===== config.mk =====
export PLATFORM = sky130hd
export DESIGN_NAME = round_arbiter
export DESIGN_NICKNAME = d
export VERILOG_FILES = /design/src/rtl/game_pkg.sv /design/src/rtl/answer_arb.sv /design/src/rtl/round_arbiter.sv
export SDC_FILE = /design/constraint.sdc
export NUM_CORES = 1
export LEC_CHECK = 0
export CORE_ASPECT_RATIO = 1.25
export CORE_MARGIN = 5
export CORE_UTILIZATION = 53
export DETAILED_ROUTE_END_ITERATION = 8
export PLACE_DENSITY_LB_ADDON = 0.2
export SYNTH_ARGS = -nofsm -noshare
export SYNTH_HDL_FRONTEND = slang
export SYNTH_SLANG_ARGS = --single-unit

===== constraint.sdc =====
create_clock -name CLK -period 2.7 [get_ports CLK]
set_clock_uncertainty 0.2 [all_clocks]
set_input_delay 0.405 -clock CLK [delete_from_list [all_inputs] [get_ports CLK]]
set_output_delay 0.405 -clock CLK [all_outputs]
set_load 0.1 [all_outputs]

===== src/rtl/game_pkg.sv =====
// Shared encodings for the two-player quiz round arbiter: FSM states,
// per-player judgement codes and game winner codes.
package game_pkg;

  localparam int TIMER_W = 16;

  typedef enum logic [2:0] {
    ST_IDLE     = 3'd0,
    ST_REQ      = 3'd1,
    ST_WAITQ    = 3'd2,
    ST_ANSWER   = 3'd3,
    ST_JUDGE    = 3'd4,
    ST_GAP      = 3'd5,
    ST_GAMEOVER = 3'd6
  } state_e;

  typedef enum logic [1:0] {
    JUDG_NONE = 2'b00,
    JUDG_SELF = 2'b01,
    JUDG_OPP  = 2'b10,
    JUDG_VOID = 2'b11
  } judg_e;

  typedef enum logic [1:0] {
    WIN_NONE = 2'b00,
    WIN_P1   = 2'b01,
    WIN_P2   = 2'b10,
    WIN_DRAW = 2'b11
  } winner_e;

  // The player whose HP is exhausted loses; both exhausted is a draw.
  function automatic winner_e winner_from_hp(input logic hp1_zero, input logic hp2_zero);
    winner_e w;
    case ({hp1_zero, hp2_zero})
      2'b10:   w = WIN_P2;
      2'b01:   w = WIN_P1;
      2'b11:   w = WIN_DRAW;
      default: w = WIN_NONE;
    endcase
    return w;
  endfunction

endpackage


===== src/rtl/answer_arb.sv =====
// Per-round answer arbitration: wrong-answer lockout, same-cycle tie-break
// (alternating priority after scored rounds) and the resulting judgement codes.
module answer_arb
  import game_pkg::*;
(
  input  logic  clk,
  input  logic  rst,
  input  logic  active_i,
  input  logic  clear_i,
  input  logic  p1_valid_i,
  input  logic  p1_ok_i,
  input  logic  p2_valid_i,
  input  logic  p2_ok_i,
  output logic  decide_o,
  output judg_e judg1_o,
  output judg_e judg2_o,
  output logic  wrong1_o,
  output logic  wrong2_o
);

  logic lock1_q, lock1_d;
  logic lock2_q, lock2_d;
  logic prio_p2_q, prio_p2_d;
  logic wrong1_q, wrong2_q;
  logic ok1, ok2, bad1, bad2;
  logic win1, win2;

  always_comb begin
    // NOTE: every signal driven here gets a value on every path, so no latch is inferred.
    ok1  = active_i & p1_valid_i & ~lock1_q &  p1_ok_i;
    bad1 = active_i & p1_valid_i & ~lock1_q & ~p1_ok_i;
    ok2  = active_i & p2_valid_i & ~lock2_q &  p2_ok_i;
    bad2 = active_i & p2_valid_i & ~lock2_q & ~p2_ok_i;

    // A simultaneous double-correct goes to whoever did not win the last scored round.
    win1 = ok1 & (~ok2 | ~prio_p2_q);
    win2 = ok2 & (~ok1 |  prio_p2_q);

    lock1_d   = clear_i ? 1'b0 : (lock1_q | bad1);
    lock2_d   = clear_i ? 1'b0 : (lock2_q | bad2);
    prio_p2_d = (win1 | win2) ? win1 : prio_p2_q;

    decide_o = active_i & (win1 | win2 | (lock1_d & lock2_d));

    judg1_o = JUDG_VOID;
    judg2_o = JUDG_VOID;
    if (win1) begin
      judg1_o = JUDG_SELF;
      judg2_o = JUDG_OPP;
    end else if (win2) begin
      judg1_o = JUDG_OPP;
      judg2_o = JUDG_SELF;
    end
  end

  always_ff @(posedge clk) begin
    // NOTE: registers use non-blocking assignments so every flop samples pre-edge values.
    if (rst) begin
      lock1_q   <= 1'b0;
      lock2_q   <= 1'b0;
      prio_p2_q <= 1'b0;
      wrong1_q  <= 1'b0;
      wrong2_q  <= 1'b0;
    end else begin
      lock1_q   <= lock1_d;
      lock2_q   <= lock2_d;
      prio_p2_q <= prio_p2_d;
      wrong1_q  <= bad1;
      wrong2_q  <= bad2;
    end
  end

  assign wrong1_o = wrong1_q;
  assign wrong2_o = wrong2_q;

endmodule


===== src/rtl/round_arbiter.sv =====
// Round sequencing for a two-player factorization duel: requests problems,
// times the answer window and cooldown, reports per-round judgements and the winner.
module round_arbiter
  import game_pkg::*;
#(
  parameter int TIMEOUT_CYC = 1000,
  parameter int GAP_CYC     = 16
) (
  input  logic       CLK,
  input  logic       RST,
  input  logic       READY_IN,
  input  logic       QUE_RDY,
  input  logic       P1_VALID,
  input  logic       P2_VALID,
  input  logic       P1_OK,
  input  logic       P2_OK,
  input  logic       HP1_ZERO,
  input  logic       HP2_ZERO,
  output logic       QUE_REQ,
  output logic       QUE,
  output logic [1:0] JUDG1,
  output logic [1:0] JUDG2,
  output logic       WRONG1,
  output logic       WRONG2,
  output logic [2:0] STATE,
  output logic [1:0] WINNER
);

  localparam logic [TIMER_W-1:0] TIMEOUT_LOAD = TIMER_W'(TIMEOUT_CYC - 1);
  localparam logic [TIMER_W-1:0] GAP_LOAD     = TIMER_W'(GAP_CYC - 1);

  state_e               state_q, state_d;
  logic [TIMER_W-1:0]   timer_q, timer_d;
  judg_e                judg1_q, judg1_d;
  judg_e                judg2_q, judg2_d;
  winner_e              winner_q, winner_d;

  logic  timer_zero;
  logic  arb_active, arb_clear, arb_decide;
  logic  arb_wrong1, arb_wrong2;
  judg_e arb_judg1, arb_judg2;

  assign timer_zero = (timer_q == '0);
  assign arb_active = (state_q == ST_ANSWER) && READY_IN;
  assign arb_clear  = (state_q != ST_ANSWER);

  answer_arb u_answer_arb (
    .clk        (CLK),
    .rst        (RST),
    .active_i   (arb_active),
    .clear_i    (arb_clear),
    .p1_valid_i (P1_VALID),
    .p1_ok_i    (P1_OK),
    .p2_valid_i (P2_VALID),
    .p2_ok_i    (P2_OK),
    .decide_o   (arb_decide),
    .judg1_o    (arb_judg1),
    .judg2_o    (arb_judg2),
    .wrong1_o   (arb_wrong1),
    .wrong2_o   (arb_wrong2)
  );

  always_ff @(posedge CLK) begin
    if (RST) begin
      state_q  <= ST_IDLE;
      timer_q  <= '0;
      judg1_q  <= JUDG_NONE;
      judg2_q  <= JUDG_NONE;
      winner_q <= WIN_NONE;
    end else begin
      state_q  <= state_d;
      timer_q  <= timer_d;
      judg1_q  <= judg1_d;
      judg2_q  <= judg2_d;
      winner_q <= winner_d;
    end
  end

  always_comb begin
    state_d = state_q;
    case (state_q)
      ST_IDLE:     if (READY_IN) state_d = ST_REQ;
      ST_REQ:      state_d = ST_WAITQ;
      ST_WAITQ:    if (QUE_RDY) state_d = ST_ANSWER;
      ST_ANSWER:   if (arb_decide || timer_zero) state_d = ST_JUDGE;
      ST_JUDGE:    state_d = ST_GAP;
      ST_GAP:      if (timer_zero) state_d = (HP1_ZERO || HP2_ZERO) ? ST_GAMEOVER : ST_REQ;
      ST_GAMEOVER: if (!READY_IN) state_d = ST_IDLE;
      default:     state_d = ST_IDLE;
    endcase
    // Losing readiness abandons the game from anywhere short of a finished one.
    if (!READY_IN && state_q != ST_GAMEOVER) state_d = ST_IDLE;
  end

  always_comb begin
    timer_d  = timer_q;
    judg1_d  = JUDG_NONE;
    judg2_d  = JUDG_NONE;
    winner_d = WIN_NONE;

    if (state_q == ST_WAITQ && state_d == ST_ANSWER) begin
      timer_d = TIMEOUT_LOAD;
    end else if (state_q == ST_JUDGE && state_d == ST_GAP) begin
      timer_d = GAP_LOAD;
    end else if ((state_q == ST_ANSWER || state_q == ST_GAP) && !timer_zero) begin
      timer_d = timer_q - TIMER_W'(1);
    end

    // With no winner the arbiter reports void codes, which also covers the timeout.
    if (state_q == ST_ANSWER && state_d == ST_JUDGE) begin
      judg1_d = arb_judg1;
      judg2_d = arb_judg2;
    end

    if (state_d == ST_GAMEOVER) begin
      winner_d = (state_q == ST_GAMEOVER) ? winner_q : winner_from_hp(HP1_ZERO, HP2_ZERO);
    end
  end

  always_comb begin
    STATE   = state_q;
    QUE_REQ = (state_q == ST_REQ);
    QUE     = (state_q == ST_ANSWER);
    JUDG1   = judg1_q;
    JUDG2   = judg2_q;
    WRONG1  = arb_wrong1;
    WRONG2  = arb_wrong2;
    WINNER  = winner_q;
  end

endmodule


# Yosys cells after proc, flatten, opt, wreduce, memory -nomap -nowiden
# Cells that the tools add are included.
[word_totals]
regBits = 30
latchBits = 0
mem_bits_rw = 0
rom_bits = 0
inputBits = 10
output_inout_bits = 13
n_memories = 0
[op_classes]
add_sub_neg = 1
n_mul = 0
div_mod_pow = 0
n_lt_le_gt_ge = 0
n_eq_ne = 15
n_shift = 0
n_mux = 18
bitwise = 27
reduce_logical = 20
[op_table]
columns = ["operator", "count"]
rows = [
  ["$mux W10", 3],
  ["$mux W3", 7],
  ["$pmux W3 S7", 1],
  ["$eq A3 B3 Y1 const B", 6],
  ["$logic_not A16 Y1", 1],
  ["$sub A16 B1 Y16 const B", 1],
  ["$and A1 B1 Y1", 12],
  ["$eq A3 B2 Y1 const B", 3],
  ["$not A1 Y1", 9],
  ["$logic_and A1 B1 Y1", 6],
  ["$or A1 B1 Y1", 6],
  ["$pmux W2 S3", 1],
  ["$reduce_or A2 Y1", 3],
  ["$reduce_or A3 Y1", 2],
  ["$eq A2 B2 Y1 const B", 2],
  ["$mux W1", 4],
  ["$mux W2", 2],
  ["$eq A3 B1 Y1 const B", 1],
  ["$logic_not A3 Y1", 1],
  ["$logic_or A1 B1 Y1", 3],
  ["$ne A3 B2 Y1 const B", 1],
  ["$ne A3 B3 Y1 const B", 1],
  ["$reduce_bool A3 Y1", 1],
  ["$eq A2 B1 Y1 const B", 1],
  ["other kinds (2)", 3],
]

# Logic depth before layout (Yosys ltp)
[logic_depth]
depth_word = 19
depth_mapped = 8
mapped_depth_nobuf = 7

# Hierarchy
# Synthesis repeated with hierarchy kept, for this count alone.
[hier_totals]
cells_unflattened = 181
area_unflattened_um2 = 1595.3
[modules_own_cells]
columns = ["mod", "instances", "cells_each", "area_per_inst_um2"]
rows = [
  ["round_arbiter", 1, 153, 1351.3],
  ["answer_arb", 1, 28, 244.0],
]

# Least setup slack after synthesis
# No wires, ideal clock.
[synth_path]
path_kind = "register -> output"
start = "register state_q[0], in the netlist STATE[0]"
end = "output port QUE_REQ"
arrival_time_ns = 3.395
required_ns = 2.095
setup_slack_ns = -1.300
stages_incl_launch_ff = 4
path_buffers = 1
cell_sequence = "dfxtp_1 -> clkbuf_8 -> inv_1 -> nor3_1"
[synth_between]
elab_chain_cells = 1
[synth_lines]
columns = ["item", "line_no", "rtl"]
rows = [
  ["from (decl)", "round_arbiter.sv:32", "state_e state_q, state_d;"],
  ["from (signal assigned)", "round_arbiter.sv:71", "state_q <= state_d;"],
  ["$eq A3 B1 Y1", "round_arbiter.sv:122", "QUE_REQ = (state_q == ST_REQ);"],
  ["to (decl)", "round_arbiter.sv:19", "output logic QUE_REQ,"],
]
# No other way between the ends.

# Worst setup path after layout
[layout_path]
start = "register timer_q[0]"
end = "register timer_q[2]"
[layout_between]
elab_chain_cells = 9
word_cells_on_any_way = 17
[layout_lines]
columns = ["item", "line_no", "rtl"]
rows = [
  ["from (decl)", "round_arbiter.sv:33", "logic [TIMER_W-1:0] timer_q, timer_d;"],
  ["from (signal assigned)", "round_arbiter.sv:72", "timer_q <= timer_d;"],
  ["$logic_not A16 Y1", "round_arbiter.sv:43", "assign timer_zero = (timer_q == '0);"],
  ["$logic_or A1 B1 Y1", "round_arbiter.sv:85", "ST_ANSWER: if (arb_decide || timer_zero) state_d = ST_JUDGE;"],
  ["$mux W3", "round_arbiter.sv:85", ""],
  ["$pmux W3 S7", "round_arbiter.sv:81", "case (state_q)"],
  ["$mux W3", "round_arbiter.sv:92", "if (!READY_IN && state_q != ST_GAMEOVER) state_d = ST_IDLE;"],
  ["$eq A3 B3 Y1", "round_arbiter.sv:103", "end else if (state_q == ST_JUDGE && state_d == ST_GAP) begin"],
  ["$logic_and A1 B1 Y1", "round_arbiter.sv:103", ""],
  ["$mux W10", "round_arbiter.sv:103", ""],
  ["$mux W10", "round_arbiter.sv:101", "if (state_q == ST_WAITQ && state_d == ST_ANSWER) begin"],
]
# Several ways; a longest one is shown, not always the timed one. The select of a mux whose other input is x is not followed.
# A chain may end at the register's enable or synchronous reset.

==> key figures <==
Setup path
  – CP max stage cell: and4_1
  – CP required: 2.70 ns
  – Worst path arrival time: 2.50 ns
  – CP max FO: 13
  – Startpoint types: register
  – Worst r2r src: timer_q[0]$_SDFFE_PP0P_
  – Kind of end point of the critical path: register
  – WS Path Type: register to register
  – Crit-path cells: inv_1 -> ha_1 -> nor4b_1 -> and4_1 -> nor2_1 -> a211oi_1 -> a311oi_1
  – RR Endpoint: timer_q[2]$_SDFFE_PP0P_
  – Worst path max stage delay: 0.58 ns
  – R2r setup slk: 0.20 ns
  – CP delay by family, top: simple AND/OR/NAND/NOR gates
  – WP buf/inv: 1
  – Worst Reg-to-Reg Cells: 7

Pwr
  – Worst VDD drop: 249 µV
  – Power per cell area: 454 nW/µm²
  – Leakage: 0.000675 µW

Timing
  – Tmin final: 2.50 ns
  – F_max: 0.400 GHz
  – Slew HR: 66.2%
  – Final Hold Viols: 0
  – Period utilization: 92.6%
  – RSZ-0062 raised after global routing: false
  – Actual slew at the worst max-slew pin: 0.507 ns
  – Slew Viols, Final: 0
  – Number of setup violations in the final report: 0
  – Setup TNS: 0 ns

Global routing
  – Total congestion overflow: 0
  – Total track usage: 18.6%
  – Largest net degree at the start of global routing: 17
  – Initial antenna violation count: 0
  – Vias in the first global route: 1438
  – First-pass GRT wire length: 6.20 mm

Finish
  – Synth-to-layout area growth: 18.1%
  – ANT cells: 0
  – Fillers: 276
  – NumNets Final: 217
  – Non-filler cells, final: 241
  – Share of cells above drive strength 1: 15.6%

Floorplan
  – Die ar.: 4100 µm²
  – I/O pin total: 23
  – Initial Util: 54.0%
  – Die Y-Extent: 70.4 µm
  – Die Wd: 58.3 µm
  – Row count: 22
  – Core area: 2860 µm²

Clocking
  – Hold_buf cts: 0
  – TritonCTS clock tree: built
  – H-tree Lvls: 1
  – Root Driver: clkbuf_4
  – CTS Sinks: 28
  – # resized after CTS: 0
  – Clk_lat worst skew: 0.33 ns
  – CTS Buf Count: 3
  – Setup Fix Bufs, Post-CTS: 0
  – Clk slew on worst S/H paths: 0.15 ns
  – Clk buf depth: 2

Synthesis
  – Top cell type's share of synthesized area: 36.3%
  – Register area share after synthesis: 36.3%
  – Mean area per synthesized cell: 8.35 µm²
  – Main area contributors after synthesis: dfxtp_1 (36%), nor3_1 (5.2%), xnor2_1 (5.1%)
  – Synthesized area: 1550 µm²
  – EDFF count, synth: 0
  – Area leader, netlist: dfxtp_1
  – Net Count, Synth: 196
  – Yosys warnings: 0
  – Mapped Cells: 185
  – Number of synthesized register bits: 28
  – Netlist cell types: 48
  – Ys flop type: dfxtp_1
  – Fraction of registers with async set/reset: 0%

Min path
  – Worst Hold Launch: u_answer_arb.prio_p2_q$_SDFFE_PP0N_
  – Hold Path End: u_answer_arb.prio_p2_q$_SDFFE_PP0N_
  – Worst hold path type: register to register
  – Hold Crit Depth: 1

Placement
  – Post-DP HPWL: 2.71 mm
  – Dpl cells: 237
  – Port Buffers: 22
  – Global placer's final weighted congestion: 0.875

Routing
  – DR vias: 1485
  – Total wire length: 3.57 mm
  – DRT iter0 DRCs: 55
  – DRT Pass-1 Iters: 4
  – Wire length per cell: 14.8 µm
  – Vias per Instance: 6.16
  – Post-route ant nets: 0
  – DRC: 0

Run status
  – Status: finished clean

Job
  – Max cap viols: 0
-- cells in the final DEF, fill, tap and decap left out, types with 2 or more instances in the layout --
cell	instances
a311oi_1	3
or4_1	3
nor4_1	7
a211oi_1	6
nor4_2	3
nand3b_1	2
inv_1	8
a21oi_1	5
buf_4	14
xnor2_1	9
mux2i_1	2
dfxtp_2	3
o21ai_0	5
nor2_1	16
dfxtp_1	25
or3_1	5
nand3_1	4
nand2b_1	3
nor2b_1	6
a31oi_1	6
clkdlybuf4s50_1	9
nor3_1	15
nand2_1	11
nand4_1	4
o311ai_0	2
clkbuf_4	3
-- registers in the layout, summed over array words and instances (netlist names) --
name / flops
STATE: 3
JUDG1: 2
u_answer_arb.wrong1_o: 1
u_answer_arb.prio_p2_q: 1
u_answer_arb.lock2_q: 1
u_answer_arb.wrong2_o: 1
u_answer_arb.lock1_q: 1
WINNER: 2
timer_q: 16
-- synth_stat cells, types with 5 or more instances --
cell type and instances:
o21ai_0 5, nor2_1 16, nor3_1 16, xnor2_1 9, nand2_1 11, or3_1 5, dfxtp_1 28, inv_1 9
a21oi_1 5, nor2b_1 6, nor4_1 7, a211oi_1 6, a31oi_1 6
-- how the worst max path moves through the flow --
stage | cells after the start | slack, ns | startpoint | to
after CTS | 7 | 0.23 | timer_q[0]$_SDFFE_PP0P_ | timer_q[2]$_SDFFE_PP0P_
after floorplan | 7 | 0.15 | STATE[2]$_SDFF_PP0_ | WINNER[1]$_SDFFE_PP0P_
after detailed placement | 7 | 0.28 | timer_q[0]$_SDFFE_PP0P_ | timer_q[2]$_SDFFE_PP0P_
after global routing | 7 | 0.05 | timer_q[0]$_SDFFE_PP0P_ | timer_q[2]$_SDFFE_PP0P_
after global placement | 7 | 0.33 | timer_q[0]$_SDFFE_PP0P_ | timer_q[2]$_SDFFE_PP0P_
final | 7 | 0.20 | timer_q[0]$_SDFFE_PP0P_ | timer_q[2]$_SDFFE_PP0P_
-- cell type report --
| class | instances | area [µm²] | share of cell area, % |
|---|---|---|---|
| sequential | 28 | 564 | 30.9 |
| inverter | 9 | 37.5 | 2.06 |
| clock buffer | 3 | 22.5 | 1.23 |
| timing repair buffer | 24 | 215 | 11.8 |
| multi-input combinational | 140 | 911 | 49.9 |
| tap | 36 | 45.0 | 2.47 |
| clock inverter | 1 | 30.0 | 1.64 |
-- power by group --
group	switching, µW	leakage [µW]	internal, µW
Clock	119	0.0000279	150
Sequential	10.2	0.000227	418
Combinational	83.5	0.000420	46.5
-- worst register-to-register path, delay by kind of cell, from the launching register on --
kind                       cells  cell delay (ns)
AOI/OAI and AO/OA              2             0.36
and+or+nand+nor                3             1.16
adders and majority gates      1             0.22
buffers and inverters          1             0.07
DFF                            1             0.38
-- metrics by stage --
step           setup slack [ns]  instance area, µm²  power [µW]  hold WS, ns  util, %
6_report                  0.200                1830         828        0.297     63.8
5_1_grt                  0.0518                1830         873        0.334     63.8
4_1_cts                   0.232                1830         839        0.306     63.8
3_5_place_dp              0.278                1770         566        0.287     61.9
3_3_place_gp              0.328                1770         564        0.258     61.9
2_1_floorplan             0.148                1560         530        0.247        -
-- routing by layer --
metal	vias up	global-route usage [%]	wire, µm
met5	-	0	0
met4	0	8.76	55
met3	8	2.96	154
met2	45	31.1	1860
met1	699	22.5	1490
li1	733	-	-
-- logic make-up (layout without fill, tap and decap cells) --
family                     Yosys count  count (layout)  synth area share (%)
muxes                                2               2                  1.30
and+or+nand+nor                     90              90                  33.4
xor gates and xnor gates            10              10                  5.67
DFF                                 28              28                  36.3
AOI/OAI and AO/OA                   37              37                  17.1
buffers and inverters               17              37                  5.51
adders and majority gates            1               1                 0.810
Note: power is estimated with default switching activity, not from simulation.
